===== config.mk =====
export PLATFORM = sky130hd
export DESIGN_NAME = pc_sequencer
export DESIGN_NICKNAME = d
export VERILOG_FILES = /design/src/rtl/pc_sequencer.sv
export SDC_FILE = /design/constraint.sdc
export NUM_CORES = 1
export LEC_CHECK = 0
export ABC_AREA = 1
export BUFFER_PORTS_ARGS = -buffer_cell sky130_fd_sc_hd__buf_2
export CAP_MARGIN = 20
export CORE_ASPECT_RATIO = 1.5
export CORE_UTILIZATION = 40
export CTS_CLUSTER_SIZE = 10
export DETAILED_ROUTE_END_ITERATION = 10
export PLACE_DENSITY_LB_ADDON = 0.25
export SYNTH_ARGS = -nofsm -noshare
export SYNTH_HDL_FRONTEND = slang
export SYNTH_SLANG_ARGS = --single-unit

===== constraint.sdc =====
create_clock -name ctrl_main_clk -period 2.2 [get_ports ctrl_main_clk]
set_input_delay 0.44 -clock ctrl_main_clk [delete_from_list [all_inputs] [get_ports ctrl_main_clk]]
set_output_delay 0.44 -clock ctrl_main_clk [all_outputs]
set_load 0.01 [all_outputs]

===== src/rtl/pc_sequencer.sv =====
// pc_sequencer: fetch/decode/execute controller for the 8-bit processor.
// Ports:
//   ctrl_main_clk, ctrl_main_rst_n   clock, synchronous active-low reset
//   ctrl_run                         start request (IDLE/HALT/FAULT only)
//   ctrl_mem_data, ctrl_mem_valid    instruction word from program memory
//   ctrl_pc_rst/incr/decr/out_en     program counter controls
//   ctrl_mem_rd                      memory read request
//   ctrl_acc_load, ctrl_alu_en,
//   ctrl_alu_op, ctrl_out_load       one-cycle datapath strobes
//   ctrl_operand                     IR[4:0]
//   ctrl_halted, ctrl_fault,
//   ctrl_state                       status
`timescale 1ns/1ps
module pc_sequencer #(
    parameter int unsigned MEM_TIMEOUT = 8
) (
    input  logic       ctrl_main_clk,
    input  logic       ctrl_main_rst_n,
    input  logic       ctrl_run,
    input  logic [7:0] ctrl_mem_data,
    input  logic       ctrl_mem_valid,
    output logic       ctrl_pc_rst,
    output logic       ctrl_pc_incr,
    output logic       ctrl_pc_decr,
    output logic       ctrl_pc_out_en,
    output logic       ctrl_mem_rd,
    output logic       ctrl_acc_load,
    output logic       ctrl_alu_en,
    output logic [1:0] ctrl_alu_op,
    output logic       ctrl_out_load,
    output logic [4:0] ctrl_operand,
    output logic       ctrl_halted,
    output logic       ctrl_fault,
    output logic [2:0] ctrl_state
);
    typedef enum logic [2:0] {
        IDLE   = 3'd0,
        ADDR   = 3'd1,
        READ   = 3'd2,
        DECODE = 3'd3,
        EXEC   = 3'd4,
        REWIND = 3'd5,
        HALT   = 3'd6,
        FAULT  = 3'd7
    } state_t;

    state_t     state_q, state_d;
    logic [7:0] ir_q, ir_d;
    logic [2:0] shadow_q, shadow_d;
    logic [2:0] rem_q, rem_d;
    logic [3:0] tmo_q, tmo_d;
    logic [2:0] opcode;
    logic       advance;
    logic       at_end;
    logic       decr;

    assign opcode  = ir_q[7:5];
    // Opcodes that fall through to the next address; BACK 0 behaves like a NOP.
    assign advance = (opcode <= 3'd4) || (opcode == 3'd5 && ir_q[2:0] == 3'd0);
    // The 3-bit PC must never wrap, so the last address ends the program.
    assign at_end  = shadow_q == 3'd7;
    assign decr    = state_q == REWIND && rem_q != 3'd0 && shadow_q != 3'd0;

    always_comb begin
        state_d  = state_q;
        ir_d     = ir_q;
        shadow_d = shadow_q;
        rem_d    = rem_q;
        tmo_d    = tmo_q;
        case (state_q)
            IDLE: begin
                shadow_d = 3'd0;
                state_d  = ctrl_run ? ADDR : IDLE;
            end
            ADDR: begin
                tmo_d   = 4'd0;
                state_d = READ;
            end
            READ: begin
                if (ctrl_mem_valid) begin
                    ir_d    = ctrl_mem_data;
                    state_d = DECODE;
                end else if (tmo_q == 4'(MEM_TIMEOUT - 1)) begin
                    state_d = FAULT;
                end else begin
                    tmo_d = tmo_q + 4'd1;
                end
            end
            DECODE: state_d = EXEC;
            EXEC: begin
                if (opcode == 3'd6) begin
                    state_d = FAULT;
                end else if (opcode == 3'd7) begin
                    state_d = HALT;
                end else if (!advance) begin
                    rem_d   = ir_q[2:0];
                    state_d = REWIND;
                end else if (at_end) begin
                    state_d = HALT;
                end else begin
                    shadow_d = shadow_q + 3'd1;
                    state_d  = ADDR;
                end
            end
            REWIND: begin
                // Stepping back stops early at address 0, landing at max(a-n, 0).
                if (decr) begin
                    shadow_d = shadow_q - 3'd1;
                    rem_d    = rem_q - 3'd1;
                end else begin
                    state_d = ADDR;
                end
            end
            default: state_d = ctrl_run ? state_q : IDLE;
        endcase
    end

    always_ff @(posedge ctrl_main_clk) begin
        if (!ctrl_main_rst_n) begin
            state_q  <= IDLE;
            ir_q     <= 8'd0;
            shadow_q <= 3'd0;
            rem_q    <= 3'd0;
            tmo_q    <= 4'd0;
        end else begin
            state_q  <= state_d;
            ir_q     <= ir_d;
            shadow_q <= shadow_d;
            rem_q    <= rem_d;
            tmo_q    <= tmo_d;
        end
    end

    assign ctrl_pc_rst    = state_q == IDLE;
    assign ctrl_pc_out_en = state_q == ADDR || state_q == READ;
    assign ctrl_mem_rd    = state_q == READ;
    assign ctrl_pc_incr   = state_q == EXEC && advance && !at_end;
    assign ctrl_pc_decr   = decr;
    assign ctrl_acc_load  = state_q == EXEC && opcode == 3'd1;
    assign ctrl_alu_en    = state_q == EXEC && (opcode == 3'd2 || opcode == 3'd3);
    assign ctrl_alu_op    = (state_q == EXEC && opcode == 3'd3) ? 2'b01 : 2'b00;
    assign ctrl_out_load  = state_q == EXEC && opcode == 3'd4;
    assign ctrl_operand   = ir_q[4:0];
    assign ctrl_halted    = state_q == HALT;
    assign ctrl_fault     = state_q == FAULT;
    assign ctrl_state     = state_q;
endmodule


==> results.json, run 1 <==
{
  "pwr-share-seq_pct": 38.1,
  "grtUsageTotal_pct": 17.3,
  "stdcell_area_um2": 1640,
  "postCtsResizedCells": 0,
  "synth_nets": 228,
  "crit_type": "reg -> out",
  "p_comb_share_pct": 43.3,
  "hold_path_class": "in -> reg",
  "post_cts_buffers": 0,
  "cp_data_required_time_ns": 1.76,
  "vias_per_cell": 4.73,
  "ys_warn_count": 0,
  "port-buffer-count": 30,
  "synth_cell_types": 34,
  "core_area_um2": 3450,
  "drt_iter0_markers": 35,
  "synthCells": 212,
  "grt_max_degree": 17,
  "finalCritPeriodShare_pct": 91.0,
  "antenna_found_initial": 0,
  "ant_nets": 0,
  "switchingPower_mw": 0.595,
  "route.detailed.drc": 0,
  "multi_input_area_um2": 845,
  "avgSynthCellArea_um2": 6.95,
  "grt_pass1_vias": 1266,
  "hold_viol": 0,
  "synthesis.area_um2": 1470,
  "first_pass_iters": 2,
  "p_sw_share_pct": 42.7,
  "overflow": 0,
  "chipHeight_um": 76.3,
  "num_io_pins": 32,
  "nets": 253,
  "clock_latency_ns": 0.26,
  "hold_slack_ns": 0.396,
  "dieArea_um2": 3940,
  "totalWireLength_um": 2940,
  "p_leak_nw": 0.774,
  "powerDensity_nw_per_um2": 852,
  "tns_ns": 0,
  "cap_violations": 0,
  "clockBufferDepth": 2,
  "ctsHtreeMaxLevel": 1,
  "drive_above_1_share_pct": 26.7,
  "rsz0062_at_grt": "no",
  "fmax_mhz": 500,
  "antenna_cells": 0,
  "final_util_pct": 47.5,
  "clock_power_share_pct": 18.6,
  "ys_seq_elements": 21,
  "area_growth_pct": 11.0,
  "relSlewSlack_pct": 65.1,
  "grt_pass1_wl_um": 5250,
  "setup_viol": 0,
  "synth-seq-area-share_pct": 28.5,
  "vias": 1316,
  "dpl-instance-area_um2": 1590,
  "startpoint_type": "flip-flop",
  "cts_buffers": 3,
  "arrival_ns": 1.56,
  "core.rowCount": 26,
  "skew_ns": 0.00275,
  "clk_pin_slew_ns": 0.08,
  "dieWidth_um": 51.6,
  "end_kind": "output port",
  "finalPower_mw": 1.39,
  "start_util_pct": 42.7,
  "wire_per_inst_um": 10.6,
  "finalCriticalPeriod_ns": 2.00,
  "clock-sinks": 21,
  "gp_congestion": 0.745,
  "outcome": "complete, no violations",
  "cts_tree": "yes",
  "dp_hpwl_um": 2370,
  "vdd_drop_max_mv": 0.409,
  "cts-root-buf": "clkbuf_8",
  "seq_area_um2": 420,
  "drv_slew": 0,
  "cts_hold_buf": 0,
  "power.internal_mw": 0.799,
  "worstMarginPinSlew_ns": 0.522,
  "fill_cells": 402,
  "cp_max_fo": 9
}
==> through the flow <==
stage | cells | setup WS [ns]
4_1_cts | 278 | 0.180
6_report | 278 | 0.198
5_1_grt | 278 | 0.120
3_3_place_gp | 274 | 0.468
2_1_floorplan | 212 | 0.494
3_5_place_dp | 274 | 0.432
==> state kept, by name, summed over array words and instances (netlist names) <==
register	cells
shadow_q	3
ctrl_state	3
tmo_q	4
rem_q	3
ir_q	8
==> layer usage <==
metal,GRT usage [%],vias up,routed length (um)
li1,-,717,-
met1,19.3,576,1230
met2,31.4,17,1590
met3,2.59,6,66
met4,6.49,0,53
met5,0,-,0
==> power by group through the flow <==
stage | sequential (mW) | clock (mW) | combinational (mW)
after floorplan | 0.505 | 0 | 0.538
after global placement | 0.540 | 0 | 0.611
after detailed placement | 0.543 | 0 | 0.611
after CTS | 0.534 | 0.275 | 0.614
after global routing | 0.549 | 0.287 | 0.692
final | 0.532 | 0.259 | 0.604
==> path summary, 6_finish.rpt <==
kind	from	to	slack, ns	cells after the start
setup / recovery	ctrl_state[2]$_SDFFE_PN0P_	ctrl_acc_load	0.20	5
hold reg to reg	rem_q[2]$_SDFFE_PN0P_	rem_q[2]$_SDFFE_PN0P_	0.48	2
setup reg to reg	ctrl_state[2]$_SDFFE_PN0P_	shadow_q[2]$_SDFFE_PN0P_	0.43	9
hold / removal	ctrl_mem_data[4]	ir_q[4]$_SDFFE_PN0P_	0.40	3
==> cells in the final DEF, fill, tap and decap left out, types with 2 or more instances in the layout <==
cell       n
a21oi_1   17
inv_1     18
nand3b_1   5
nor3_1     2
buf_2     30
nand3_1   14
o21ai_1    2
nand3_4    3
nand2_2    2
o21ai_2    2
ha_1       3
nor2_4     4
nand2_1   42
xnor2_1    2
nand3_2    2
nor2_1    31
dfxtp_1   21
clkbuf_8   3
inv_2      3
o21ai_0    9
nor2_2     4
inv_4      4
==> worst max-delay path, stage by stage (launching register included) <==
cell and delay, ns:
dfxtp_1 0.65, nand2_4 0.15, inv_4 0.11, nand2_1 0.08, nor3_1 0.14, buf_2 0.16
==> cells in the mapped netlist (all sizes together) <==
library cell | instances | area share (%)
xnor2 | 2 | 1.2
nand4 | 1 | 0.42
buf | 10 | 6.1
fa | 1 | 1.4
nand3 | 19 | 9.7
o211ai | 1 | 0.51
and2 | 1 | 0.42
nor3 | 2 | 0.68
nor2 | 39 | 13
inv | 26 | 7.8
or2 | 1 | 0.42
nor4 | 1 | 0.42
o21ai | 13 | 4.9
ha | 3 | 2.5
nand2 | 45 | 12
clkbuf | 1 | 0.25
dfxtp | 21 | 29
conb | 1 | 0.25
nand3b | 5 | 2.5
xor2 | 1 | 0.59
a21oi | 18 | 6.4
==> area by class of cell <==
cell class	instances	share of cell area, %
Multi-Input combinational cell	154	51.6
Tap cell	42	3.21
Timing Repair Buffer	31	9.63
Inverter	26	7.03
Clock inverter	1	0.306
Sequential cell	21	25.7
Clock buffer	3	2.52
==> cells by family (layout without fill, tap and decap cells) <==
family / after synthesis / count (layout) / share of synthesized area, %
AND/OR/NAND/NOR: 114 / 114 / 39.6
adder cells (fa/ha/maj): 4 / 4 / 3.91
other: 1 / 1 / 0.254
XOR/XNOR: 3 / 3 / 1.78
flip-flops: 21 / 21 / 28.5
AO/OA/AOI/OAI: 32 / 32 / 11.8
buffers and inverters: 37 / 61 / 14.2
(Power assumes the default switching activity.)
==> run 2, diff against run 1 <==
Settings changed: REMOVE_ABC_BUFFERS set to 1, TNS_END_PERCENT set to 30.
==> results.json, run 2 (synthesized netlist as in run 1, its figures left out) <==
{
  "outcome": "complete, no violations",
  "dp_hpwl_um": 2380,
  "route.detailed.drc": 0,
  "hold_viol": 0,
  "fill_cells": 412,
  "grtUsageTotal_pct": 16.9,
  "cts-root-buf": "clkbuf_8",
  "grt_pass1_vias": 1249,
  "p_comb_share_pct": 43.4,
  "postCtsResizedCells": 0,
  "totalWireLength_um": 3040,
  "cap_violations": 0,
  "port-buffer-count": 30,
  "fmax_mhz": 498,
  "stdcell_area_um2": 1640,
  "worstSetupStartpoint": "ctrl_state[2]$_SDFFE_PN0P_",
  "drv_slew": 0,
  "crit_type": "reg -> out",
  "nets": 253,
  "p_sw_share_pct": 43.2,
  "powerDensity_nw_per_um2": 860,
  "end_kind": "output port",
  "post_cts_buffers": 0,
  "worstMarginPinSlew_ns": 0.513,
  "antenna_found_initial": 0,
  "first_pass_iters": 4,
  "grt_busiest_layer": "met2",
  "core.rowCount": 26,
  "finalCritPeriodShare_pct": 91.3,
  "largest_register": "ir_q",
  "layout_common_cells": "42 x nand2_1, 31 x nor2_1, 30 x buf_2",
  "overflow": 0,
  "startpoint_type": "flip-flop",
  "skew_ns": 0.00805,
  "switchingPower_mw": 0.608,
  "placedCellCount": 274,
  "vias": 1327,
  "dieWidth_um": 51.6,
  "chipHeight_um": 76.3,
  "cts_hold_buf": 0,
  "largest_register_ffs": 8,
  "num_io_pins": 32,
  "r2r-start": "ctrl_state[0]$_SDFFE_PN0P_",
  "p_leak_nw": 0.774,
  "setup_viol": 0,
  "wire_per_inst_um": 10.9,
  "min-delay-start": "ctrl_mem_data[2]",
  "met3_usage_pct": 1.80,
  "clockBufferDepth": 2,
  "clk_pin_slew_ns": 0.08,
  "ctsHtreeMaxLevel": 1,
  "tns_ns": 0,
  "clock_latency_ns": 0.27,
  "gr-usage-met1_pct": 17.8,
  "drt_iter0_markers": 27,
  "area_growth_pct": 11.0,
  "ant_nets": 0,
  "finalCriticalPeriod_ns": 2.01,
  "pwr-share-seq_pct": 37.9,
  "dieArea_um2": 3940,
  "vias_per_cell": 4.77,
  "final_common_cell": "nand2_1",
  "gr-usage-met2_pct": 32.2,
  "cp_max_fo": 9,
  "cp_data_required_time_ns": 1.76,
  "hold_slack_ns": 0.390,
  "arrival_ns": 1.57,
  "cts_buffers": 3,
  "fin_cells": 278,
  "start_util_pct": 42.7,
  "relSlewSlack_pct": 65.8,
  "hold_path_class": "in -> reg",
  "antenna_cells": 0,
  "core_area_um2": 3450,
  "vdd_drop_max_mv": 0.424,
  "reg_top3": "ir_q: 8 flops, tmo_q: 4 flops",
  "power.internal_mw": 0.800,
  "grt_pass1_wl_um": 5200,
  "fin_ws_ns": 0.191,
  "rsz0062_at_grt": "no",
  "grt_max_degree": 17,
  "drive_above_1_share_pct": 26.7,
  "clock-sinks": 21,
  "clock_power_share_pct": 18.7,
  "gp_congestion": 0.747,
  "dp_slack_ns": 0.409,
  "dpl-instance-area_um2": 1590,
  "cts_tree": "yes"
}
==> run 2: cell counts in the layout (fill, tap and decap cells not counted) <==
Identical to the previous run, type by type.
==> run 2: worst max-delay path, cell delays in order (launching register included) <==
cell     delay, ns
dfxtp_1       0.65
nand2_4       0.15
inv_4         0.12
nand2_1       0.08
nor3_1        0.15
buf_2         0.16
==> run 2: final cells by class <==
type	count	area [um2]	area share, %
Clock buffer	3	41.3	2.52
Clock inverter	1	5.00	0.306
Inverter	26	115	7.03
Multi-Input combinational cell	154	845	51.6
Sequential cell	21	420	25.7
Tap cell	42	52.6	3.21
Timing Repair Buffer	31	158	9.63
==> run 2: routing by layer <==
| metal | routed length [um] | vias to the layer above | share of wire (%) |
|---|---|---|---|
| li1 | - | 717 | - |
| met1 | 1300 | 584 | 43 |
| met2 | 1610 | 21 | 53 |
| met3 | 77 | 5 | 2.5 |
| met4 | 53 | 0 | 1.7 |
| met5 | 0 | - | 0 |
==> run 2: final timing paths <==
check	endpoint	slack, ns	cells past startpoint
setup / recovery	ctrl_acc_load	0.19	5
hold / removal	ir_q[2]$_SDFFE_PN0P_	0.39	3
setup reg to reg	shadow_q[2]$_SDFFE_PN0P_	0.41	9
hold reg to reg	tmo_q[1]$_SDFFE_PN0P_	0.48	2
==> run 2: per-stage QoR <==
stage | total power [mW] | utilization, %
after floorplan | 0.984 | -
after global routing | 1.52 | 47.5
after global placement | 1.15 | 46.1
after CTS | 1.42 | 47.5
after detailed placement | 1.16 | 46.1
final | 1.41 | 47.5
==> run 2: power by group through the flow <==
stage               registers, mW  clock network, mW  logic (mW)
global route                0.547              0.283       0.692
detailed placement          0.543                  0       0.614
global placement            0.540                  0       0.609
floorplan                   0.553                  0       0.431
finish                      0.534              0.263       0.611
CTS                         0.534              0.273       0.618
==> run 3, diff against run 2 <==
Settings changed: CORE_UTILIZATION 40 to 54, CTS_BUF_LIST set to sky130_fd_sc_hd__clkbuf_16.
==> results.json, run 3 (synthesized netlist as in run 1, its figures left out) <==
{
  "reg_top3": "ir_q: 8 flops, tmo_q: 4 flops",
  "final_util_pct": 66.4,
  "gp_congestion": 0.822,
  "largest_register_ffs": 8,
  "hold_slack_ns": 0.407,
  "postCtsResizedCells": 0,
  "finalCritPeriodShare_pct": 90.1,
  "hold_path_class": "in -> reg",
  "vdd_drop_max_mv": 0.591,
  "ant_nets": 0,
  "grt_max_degree": 17,
  "largest_register": "ir_q",
  "route.detailed.drc": 0,
  "drv_slew": 0,
  "cp_cell_sequence": "nand2_4 -> inv_4 -> nand2_1 -> nor3_1 -> buf_2",
  "grt_pass1_vias": 1217,
  "chipHeight_um": 66.0,
  "crit_type": "reg -> out",
  "seq_area_um2": 420,
  "fmax_mhz": 504,
  "num_io_pins": 32,
  "vias_per_cell": 4.94,
  "p_leak_nw": 0.789,
  "antenna_found_initial": 0,
  "dp_hpwl_um": 2280,
  "end_kind": "output port",
  "area_growth_pct": 12.8,
  "cp_slowest_stage_delay_ns": 0.66,
  "post_cts_buffers": 0,
  "cp_data_required_time_ns": 1.76,
  "clock_latency_ns": 0.25,
  "startpoint_type": "flip-flop",
  "cts_hold_buf": 0,
  "tns_ns": 0,
  "reg2reg_slack_ns": 0.42,
  "final_common_cell": "nand2_1",
  "nets": 253,
  "dieWidth_um": 44.7,
  "ctsHtreeMaxLevel": 1,
  "core_area_um2": 2500,
  "wire_per_inst_um": 10.6,
  "cts_buffers": 3,
  "grtUsageTotal_pct": 22.5,
  "setup_viol": 0,
  "rsz0062_at_grt": "no",
  "port-buffer-count": 30,
  "dpl-instance-area_um2": 1580,
  "clockBufferDepth": 2,
  "dieArea_um2": 2950,
  "antenna_cells": 0,
  "hold_viol": 0,
  "outcome": "complete, no violations",
  "fill_cells": 240,
  "worstMarginPinSlew_ns": 0.536,
  "clk_pin_slew_ns": 0.06,
  "vias": 1344,
  "cap_violations": 0,
  "overflow": 0,
  "relSlewSlack_pct": 64.2,
  "totalWireLength_um": 2870,
  "drt_iter0_markers": 25,
  "drive_above_1_share_pct": 26.7,
  "start_util_pct": 58.8,
  "core.rowCount": 22,
  "crit_slowest_cell": "dfxtp_1",
  "stdcell_area_um2": 1660,
  "cts_tree": "yes",
  "grt_pass1_wl_um": 5060,
  "clock-sinks": 21,
  "arrival_ns": 1.54,
  "finalCriticalPeriod_ns": 1.98,
  "skew_ns": 0.00443,
  "layout_common_cells": "42 x nand2_1, 31 x nor2_1, 30 x buf_2",
  "first_pass_iters": 4,
  "cp_max_fo": 9,
  "powerDensity_nw_per_um2": 916,
  "multi_input_area_um2": 845,
  "cts-root-buf": "clkbuf_16"
}
-- run 3: changes by cell type in the layout (fill, tap and decap cells not counted) --
cell	delta
clkbuf_8	-3
clkbuf_16	+3
-- run 3: final timing paths --
| kind | from | endpoint | depth (start not counted) |
|---|---|---|---|
| hold reg to reg | tmo_q[1]$_SDFFE_PN0P_ | tmo_q[1]$_SDFFE_PN0P_ | 2 |
| setup / recovery | ctrl_state[2]$_SDFFE_PN0P_ | ctrl_alu_op[0] | 5 |
| hold / removal | ctrl_mem_data[4] | ir_q[4]$_SDFFE_PN0P_ | 3 |
| setup reg to reg | ctrl_state[2]$_SDFFE_PN0P_ | shadow_q[2]$_SDFFE_PN0P_ | 9 |
-- run 3: power by group --
group | switching (mW) | total (mW) | internal (mW)
clock network | 0.139 | 0.383 | 0.244
registers | 0.0877 | 0.532 | 0.445
logic | 0.379 | 0.608 | 0.229
total | 0.605 | 1.52 | 0.917
-- run 3: final cells by class --
class	count	area share [%]
multi-input cells	154	50.8
inverters	26	6.92
well taps	36	2.71
clock buffers	3	4.51
clock inverters	1	0.301
flip-flops and latches	21	25.3
repair buffers	31	9.48
-- run 3: worst max-delay path: cells and delay by family (launching register included) --
kind,cells,cell delay [ns]
and+or+nand+nor,3,0.37
buffers and inverters,2,0.26
DFF,1,0.66
-- run 3: per-layer routing --
layer  part of all wire [%]  routed length (um)  GRT usage, %  vias up
li1                       -                   -             -      725
met1                     44                1260          26.0      594
met2                     52                1510          41.5       21
met3                    2.6                  75          2.46        4
met4                    1.2                  34          7.20        0
met5                      0                   0             0        -
-- run 3: metrics by stage --
| stage | worst slack (ns) | cells | total power, mW |
|---|---|---|---|
| finish | 0.218 | 272 | 1.52 |
| global route | 0.104 | 272 | 1.64 |
| CTS | 0.212 | 272 | 1.53 |
| detailed placement | 0.424 | 268 | 1.15 |
| global placement | 0.474 | 268 | 1.14 |
| floorplan | 0.387 | 201 | 0.984 |
